===== src/rtl/ddr_frame_pkg.sv =====
// Shared definitions for the DDR frame read/write controllers.
// Holds the FSM state encoding, default geometry and burst port widths.
package ddr_frame_pkg;

  localparam int DEF_BANK_W       = 2;
  localparam int DEF_OFF_W        = 22;
  localparam int DEF_BURST_LEN    = 64;
  localparam int DEF_FRAME_BURSTS = 12288;
  localparam int DEF_FIFO_AW      = 9;

  // Width of the burst length field on the DDR burst port
  localparam int BURST_LEN_W      = 9;

  typedef enum logic [2:0] {
    ST_IDLE  = 3'd0,
    ST_CHECK = 3'd1,
    ST_REQ   = 3'd2,
    ST_WAIT  = 3'd3,
    ST_DONE  = 3'd4
  } frame_state_e;

endpackage


===== src/rtl/frame_read_ctrl_if.sv =====
// Bundle of the bank-switcher, DDR burst-read and FIFO-write signals
// seen by the frame read controller. The controller uses the master
// modport; the surrounding system (or a bench) uses the slave modport.
interface frame_read_ctrl_if #(
  parameter int BANK_W  = ddr_frame_pkg::DEF_BANK_W,
  parameter int OFF_W   = ddr_frame_pkg::DEF_OFF_W,
  parameter int FIFO_AW = ddr_frame_pkg::DEF_FIFO_AW
);
  import ddr_frame_pkg::*;

  // bank switcher side
  logic                    rd_load;
  logic [BANK_W-1:0]       rd_bank;
  logic                    frame_read_done;

  // DDR burst read port
  logic                    rd_burst_req;
  logic [BANK_W+OFF_W-1:0] rd_burst_addr;
  logic [BURST_LEN_W-1:0]  rd_burst_len;
  logic                    rd_burst_ack;
  logic                    rd_burst_data_valid;
  logic                    rd_burst_finish;

  // LCD line FIFO write side
  logic [FIFO_AW-1:0]      fifo_wr_level;
  logic                    fifo_wr_en;

  modport master (
    input  rd_load,
    input  rd_bank,
    input  fifo_wr_level,
    input  rd_burst_ack,
    input  rd_burst_data_valid,
    input  rd_burst_finish,
    output rd_burst_req,
    output rd_burst_addr,
    output rd_burst_len,
    output fifo_wr_en,
    output frame_read_done
  );

  modport slave (
    output rd_load,
    output rd_bank,
    output fifo_wr_level,
    output rd_burst_ack,
    output rd_burst_data_valid,
    output rd_burst_finish,
    input  rd_burst_req,
    input  rd_burst_addr,
    input  rd_burst_len,
    input  fifo_wr_en,
    input  frame_read_done
  );

endinterface


===== src/rtl/frame_read_ctrl.sv =====
// Frame read controller: walks one whole frame out of the selected DDR
// bank as fixed-length bursts into the LCD line FIFO, only asking for a
// burst once the FIFO can absorb all of it. A new frame load arriving
// while a burst is in flight is parked and applied when that burst ends,
// so a request is never withdrawn from the DDR port.
module frame_read_ctrl
  import ddr_frame_pkg::*;
#(
  parameter int BANK_W       = DEF_BANK_W,
  parameter int OFF_W        = DEF_OFF_W,
  parameter int BURST_LEN    = DEF_BURST_LEN,
  parameter int FRAME_BURSTS = DEF_FRAME_BURSTS,
  parameter int FIFO_AW      = DEF_FIFO_AW
) (
  input  logic              clk,
  input  logic              rst,
  frame_read_ctrl_if.master bus
);

  localparam int CNT_W  = $clog2(FRAME_BURSTS + 1);
  localparam int BEAT_W = $clog2(BURST_LEN + 1);

  // FIFO must have at least BURST_LEN free words before a burst is requested
  localparam logic [FIFO_AW:0]     FIFO_THRESH = (FIFO_AW+1)'((1 << FIFO_AW) - BURST_LEN);
  localparam logic [OFF_W-1:0]     OFF_STEP    = OFF_W'(BURST_LEN);
  localparam logic [CNT_W-1:0]     LAST_BURST  = CNT_W'(FRAME_BURSTS - 1);
  localparam logic [BEAT_W-1:0]    BEAT_MAX    = BEAT_W'(BURST_LEN);

  frame_state_e         state_q, state_d;
  logic [BANK_W-1:0]    bank_q, bank_d;
  logic [OFF_W-1:0]     offset_q, offset_d;
  logic [CNT_W-1:0]     burst_cnt_q, burst_cnt_d;
  logic                 load_pend_q, load_pend_d;
  logic [BANK_W-1:0]    pend_bank_q, pend_bank_d;
  logic [BEAT_W-1:0]    beat_cnt_q, beat_cnt_d;
  logic                 wr_en_q;
  logic                 fifo_has_room;

  assign fifo_has_room = ({1'b0, bus.fifo_wr_level} <= FIFO_THRESH);

  // State and datapath registers; everything clears on reset
  always_ff @(posedge clk or posedge rst) begin
    if (rst) begin
      state_q     <= ST_IDLE;
      bank_q      <= '0;
      offset_q    <= '0;
      burst_cnt_q <= '0;
      load_pend_q <= 1'b0;
      pend_bank_q <= '0;
      beat_cnt_q  <= '0;
    end else begin
      state_q     <= state_d;
      bank_q      <= bank_d;
      offset_q    <= offset_d;
      burst_cnt_q <= burst_cnt_d;
      load_pend_q <= load_pend_d;
      pend_bank_q <= pend_bank_d;
      beat_cnt_q  <= beat_cnt_d;
    end
  end

  // Returned beats go straight to the FIFO one cycle later, stale or not
  always_ff @(posedge clk or posedge rst) begin
    if (rst) begin
      wr_en_q <= 1'b0;
    end else begin
      wr_en_q <= bus.rd_burst_data_valid;
    end
  end

  // Next-state and next-datapath decisions for the frame walk
  always_comb begin
    state_d     = state_q;
    bank_d      = bank_q;
    offset_d    = offset_q;
    burst_cnt_d = burst_cnt_q;
    load_pend_d = load_pend_q;
    pend_bank_d = pend_bank_q;
    beat_cnt_d  = beat_cnt_q;

    case (state_q)
      ST_IDLE, ST_DONE: begin
        if (bus.rd_load) begin
          bank_d      = bus.rd_bank;
          offset_d    = '0;
          burst_cnt_d = '0;
          state_d     = ST_CHECK;
        end
      end

      ST_CHECK: begin
        if (bus.rd_load) begin
          bank_d      = bus.rd_bank;
          offset_d    = '0;
          burst_cnt_d = '0;
        end else if (fifo_has_room) begin
          state_d = ST_REQ;
        end
      end

      ST_REQ: begin
        if (bus.rd_load) begin
          load_pend_d = 1'b1;
          pend_bank_d = bus.rd_bank;
        end
        if (bus.rd_burst_ack) begin
          beat_cnt_d = '0;
          state_d    = ST_WAIT;
        end
      end

      ST_WAIT: begin
        if (bus.rd_burst_data_valid && (beat_cnt_q < BEAT_MAX)) begin
          beat_cnt_d = beat_cnt_q + 1'b1;
        end
        if (bus.rd_burst_finish) begin
          offset_d    = offset_q + OFF_STEP;
          burst_cnt_d = burst_cnt_q + 1'b1;
          if (load_pend_q || bus.rd_load) begin
            bank_d      = bus.rd_load ? bus.rd_bank : pend_bank_q;
            offset_d    = '0;
            burst_cnt_d = '0;
            load_pend_d = 1'b0;
            state_d     = ST_CHECK;
          end else if (burst_cnt_q == LAST_BURST) begin
            state_d = ST_DONE;
          end else begin
            state_d = ST_CHECK;
          end
        end else if (bus.rd_load) begin
          load_pend_d = 1'b1;
          pend_bank_d = bus.rd_bank;
        end
      end

      default: begin
        state_d = ST_IDLE;
      end
    endcase
  end

  assign bus.rd_burst_req    = (state_q == ST_REQ);
  assign bus.rd_burst_addr   = {bank_q, offset_q};
  assign bus.rd_burst_len    = BURST_LEN_W'(BURST_LEN);
  assign bus.frame_read_done = (state_q == ST_DONE);
  assign bus.fifo_wr_en      = wr_en_q;

endmodule


===== src/flat_wrapper.sv =====
// flat-port wrapper written by rule: the top's interface ports become plain ports
module frame_read_ctrl_flat import ddr_frame_pkg::*;
#(
  parameter int BANK_W       = DEF_BANK_W,
  parameter int OFF_W        = DEF_OFF_W,
  parameter int BURST_LEN    = DEF_BURST_LEN,
  parameter int FRAME_BURSTS = DEF_FRAME_BURSTS,
  parameter int FIFO_AW      = DEF_FIFO_AW
)
  (clk, rst, bus_rd_load, bus_rd_bank, bus_fifo_wr_level, bus_rd_burst_ack, bus_rd_burst_data_valid, bus_rd_burst_finish, bus_rd_burst_req, bus_rd_burst_addr, bus_rd_burst_len, bus_fifo_wr_en, bus_frame_read_done);
  frame_read_ctrl_if #(.BANK_W(BANK_W), .OFF_W(OFF_W), .FIFO_AW(FIFO_AW)) bus_i ();
  input  logic clk;
  input  logic rst;
  input wire logic [$bits(bus_i.rd_load)-1:0] bus_rd_load;
  input wire logic [$bits(bus_i.rd_bank)-1:0] bus_rd_bank;
  input wire logic [$bits(bus_i.fifo_wr_level)-1:0] bus_fifo_wr_level;
  input wire logic [$bits(bus_i.rd_burst_ack)-1:0] bus_rd_burst_ack;
  input wire logic [$bits(bus_i.rd_burst_data_valid)-1:0] bus_rd_burst_data_valid;
  input wire logic [$bits(bus_i.rd_burst_finish)-1:0] bus_rd_burst_finish;
  output wire logic [$bits(bus_i.rd_burst_req)-1:0] bus_rd_burst_req;
  output wire logic [$bits(bus_i.rd_burst_addr)-1:0] bus_rd_burst_addr;
  output wire logic [$bits(bus_i.rd_burst_len)-1:0] bus_rd_burst_len;
  output wire logic [$bits(bus_i.fifo_wr_en)-1:0] bus_fifo_wr_en;
  output wire logic [$bits(bus_i.frame_read_done)-1:0] bus_frame_read_done;
  assign bus_i.rd_load = bus_rd_load;
  assign bus_i.rd_bank = bus_rd_bank;
  assign bus_i.fifo_wr_level = bus_fifo_wr_level;
  assign bus_i.rd_burst_ack = bus_rd_burst_ack;
  assign bus_i.rd_burst_data_valid = bus_rd_burst_data_valid;
  assign bus_i.rd_burst_finish = bus_rd_burst_finish;
  assign bus_rd_burst_req = bus_i.rd_burst_req;
  assign bus_rd_burst_addr = bus_i.rd_burst_addr;
  assign bus_rd_burst_len = bus_i.rd_burst_len;
  assign bus_fifo_wr_en = bus_i.fifo_wr_en;
  assign bus_frame_read_done = bus_i.frame_read_done;
  frame_read_ctrl #(.BANK_W(BANK_W), .OFF_W(OFF_W), .BURST_LEN(BURST_LEN), .FRAME_BURSTS(FRAME_BURSTS), .FIFO_AW(FIFO_AW)) u_core (.clk(clk), .rst(rst), .bus(bus_i));
endmodule

===== config.mk =====
export PLATFORM = sky130hd
export DESIGN_NAME = frame_read_ctrl_flat
export DESIGN_NICKNAME = d
export VERILOG_FILES = /design/src/rtl/ddr_frame_pkg.sv /design/src/rtl/frame_read_ctrl_if.sv /design/src/rtl/frame_read_ctrl.sv /design/src/flat_wrapper.sv
export SDC_FILE = /design/constraint.sdc
export NUM_CORES = 1
export LEC_CHECK = 0
export BUFFER_PORTS_ARGS = -buffer_cell sky130_fd_sc_hd__buf_2
export CORE_MARGIN = 4
export CORE_UTILIZATION = 50
export DETAILED_ROUTE_END_ITERATION = 7
export GPL_TIMING_DRIVEN = 0
export PLACE_DENSITY = 0.75
export RECOVER_POWER = 100
export SLEW_MARGIN = 20
export SYNTH_ARGS = -nofsm -noshare
export SYNTH_HDL_FRONTEND = slang
export SYNTH_SLANG_ARGS = --single-unit

===== constraint.sdc =====
create_clock -name clk -period 1.98 [get_ports clk]
set_input_delay 0.396 -clock clk [delete_from_list [all_inputs] [get_ports clk]]
set_output_delay 0.396 -clock clk [all_outputs]
set_load 0.02 [all_outputs]

==> results by group <==
Status
  • Status: finished, final reports clean

Timing
  • Final hold vios: 0
  • F_max: ~540 MHz
  • Final Skew: 9.954 ps
  • Final setup violation count: 0
  • Slew Viols, Final: 0
  • Final min period: 1853 ps
  • Unrepaired setup endpoints after global routing: yes
  • Setup TNS: 0 ps
  • Tcrit/Tclk final: between 90% and 100%
  • Max_slew headroom: between 50% and 60%
  • Slew at the pin with the worst max-slew slack: roughly 610 ps

Global routing
  • Initial antenna violation count: 0
  • Vias in the first global route: ~1600
  • Grt total ovfl: 0
  • First-pass GRT wire length: between 7 and 8 mm
  • Largest net degree at the start of global routing: 26
  • GR Util All Layers: approximately 18%

Clocking
  • Clock sinks: 39
  • Clk slew on worst S/H paths: about 80 ps
  • Root buf cell: clkbuf_8
  • H-Tree Level Count: 2
  • Num CTS Buffers: 5
  • CTS tree: built
  • Clk_lat worst skew: around 290 ps
  • Clock buffer depth: 2
  • CTS hold repair buffers: 0

Final layout
  • Diode count: 0
  • Fillers: about 400
  • Nets@finish: between 300 and 400
  • Final core utilization: between 60% and 70%
  • Area taken by multi-input logic gates: about 1100 um2
  • Register area: 977.2 um2
  • Layout cells sized above 1: 25.60%
  • Cell area after layout: approximately 2700 um2
  • Most frequent cells in the layout: dfrtp_1, nor2_1, clkbuf_1, o21ai_0, buf_2
  • Most common cell after layout, fill and taps aside: dfrtp_1
  • Layout area overhead: 18.37%

Yosys
  • Synth Cell Area: roughly 2200 um2
  • Mux share of post-synthesis cell area: about 4.2%
  • Post-synth top flop: dfrtp_1
  • Largest family of logic cells by synthesized area: simple AND/OR/NAND/NOR gates
  • Mapped Cells: between 200 and 250
  • Post-synthesis adder-cell area fraction: under 10%
  • Yosys reg bits: 39
  • Yosys cell types: 47
  • Synth Area in Simple Gates: 25.50%
  • Async SR Flop Fraction: between 90% and 100%
  • Yosys warns: 0
  • Register area share after synthesis: between 40 and 50%
  • Syn avg cell area: just under 10 um2
  • Synth Area in Compound Gates: between 10% and 20%
  • Synth Area in XOR/XNOR: about 4.7%
  • Post-synth EDFFs: 0

Power and ir drop
  • Leak: between 1 and 1.5 nW
  • Total Power: about 0.0025 W
  • Peak VDD IR: roughly 0.53 mV
  • Pwr/cell area: approximately 930 nW/um2

Die
  • Die Ht: 75.04 um
  • Ports: 53
  • Core ar.: about 4400 um2
  • Die width: about 75 um
  • Total die area: about 5600 um2
  • Initial core utilization: about half
  • Floorplan row count: 24

Worst setup path
  • Worst setup EP type: flip-flop
  • CP Class: flip-flop to flip-flop
  • Crit path max fanout: 10
  • Worst Path Required: 2150 ps
  • Worst EP arrival: about 2000 ps
  • Startpoint Class: flip-flop

Hold path
  • HP Class: input port to asynchronous set/reset pin

Routing
  • Total number of vias: 1804
  • WL/cell: 13.13 um
  • Via-to-Cell Ratio: 5.229
  • DRC: 0
  • Post-route ant nets: 0
  • Pre-Repair DR Iteration Count: 4
  • DR iter-0 viols: 154
  • Routed WL: 4.530 mm

Placement
  • Post-DP HPWL: 3.369 mm
  • Dpl cell area: between 2000 and 3000 um2
  • Final RePlAce weighted congestion: about 0.87
  • # port buffers: 37

Flow run
  • # Max-Cap Violations: 0
[repair_timing]
item,4_1_cts,5_1_grt
gates resized for setup,0,3
endpoints found under the setup margin,0,11
hold endpoints to repair,0,0
setup buffers,0,1
[per-layer routing]
layer / global-route usage, % / vias up / routed length, um
li1: - / 913 / -
met1: 26.20 / 847 / 2091
met4: 5.929 / 0 / 69
met2: 27.18 / 37 / 2182
met5: 0 / - / 0
met3: 2.403 / 7 / 187
[final timing paths]
check                                                           to  depth (start not counted)  slack [ps]                           from
worst max-delay path            u_core.burst_cnt_q[11]$_DFFE_PP0P_                          6         130  u_core.state_q[2]$_DFFE_PP0P_
max in group asynchronous          u_core.offset_q[21]$_DFFE_PP0P_                          3         840                            rst
min in group clk                   u_core.bus.fifo_wr_en$_DFF_PP0_                          1         210        bus_rd_burst_data_valid
worst max register to register  u_core.burst_cnt_q[11]$_DFFE_PP0P_                          6         130  u_core.state_q[2]$_DFFE_PP0P_
worst min register to register       u_core.state_q[1]$_DFFE_PP0P_                          1         500  u_core.state_q[2]$_DFFE_PP0P_
worst min-delay path             u_core.burst_cnt_q[3]$_DFFE_PP0P_                          2         140                            rst
[worst max-delay path, stage by stage, from the launching register on]
cell       delay, ps
dfrtp_1          430
nand2b_1         260
a2bb2oi_2        180
buf_4            180
a21oi_2          310
buf_2            290
nor2_1            70
[cell usage after synthesis (3+ instances only)]
library cell	number	share of area, %
mux2i_1	5	2.2
nor3b_1	4	1.3
inv_1	4	0.67
xnor2_1	12	4.7
nor4_2	3	1.7
and3_1	4	1.1
dfrtp_1	39	43
nor4b_2	5	3.3
nand3_1	8	1.8
o21ai_0	22	4.9
a31oi_1	4	1.1
buf_4	17	5.7
nor3_1	5	1.1
nand2_1	18	3.0
mux2_2	3	1.5
a21oi_1	6	1.3
nor2_1	26	4.3
buf_2	5	1.1
nand4_1	6	1.7
o31ai_1	3	1.0
[power breakdown]
group | leakage (nW) | internal (W) | total (W) | switching, W
clock | 0.0612 | 0.000408 | 0.000686 | 0.000278
combinational | 0.553 | 0.000317 | 0.000850 | 0.000533
sequential | 0.523 | 0.000887 | 0.000945 | 0.0000583
[flip-flops by register name (all words and copies together) (netlist names)]
name and flops:
u_core.state_q 3, u_core.offset_q 16, u_core.bank_q 2, u_core.pend_bank_q 2, u_core.bus.fifo_wr_en 1, u_core.burst_cnt_q 14, u_core.load_pend_q 1
[through the flow]
stage          hold slack (ps)  setup WS, ps  instances
6_report                 137.1         126.8        345
5_1_grt                  203.7        -64.46        345
4_1_cts                  68.30         69.68        344
3_5_place_dp             381.3         11.14        336
3_3_place_gp             485.6         20.63        335
2_1_floorplan            427.4         176.8        246
[final cells by class]
class,count,area share [%]
Multi-Input combinational cell,177,42.71
Sequential cell,39,36.74
Buffer,26,6.632
Timing Repair Buffer,39,6.491
Clock buffer,6,3.104
Tap cell,52,2.446
Clock inverter,2,1.317
Inverter,4,0.5644
[logic make-up (layout without fill, tap and decap cells)]
group / after synthesis / in the layout
AOI/OAI and AO/OA: 44 / 44
xor gates and xnor gates: 12 / 12
adders and majority gates: 2 / 2
buffers and inverters: 30 / 77
DFF: 39 / 39
muxes: 9 / 9
other: 2 / 15
and+or+nand+nor: 95 / 95
Note: power is estimated with default switching activity, not from simulation.
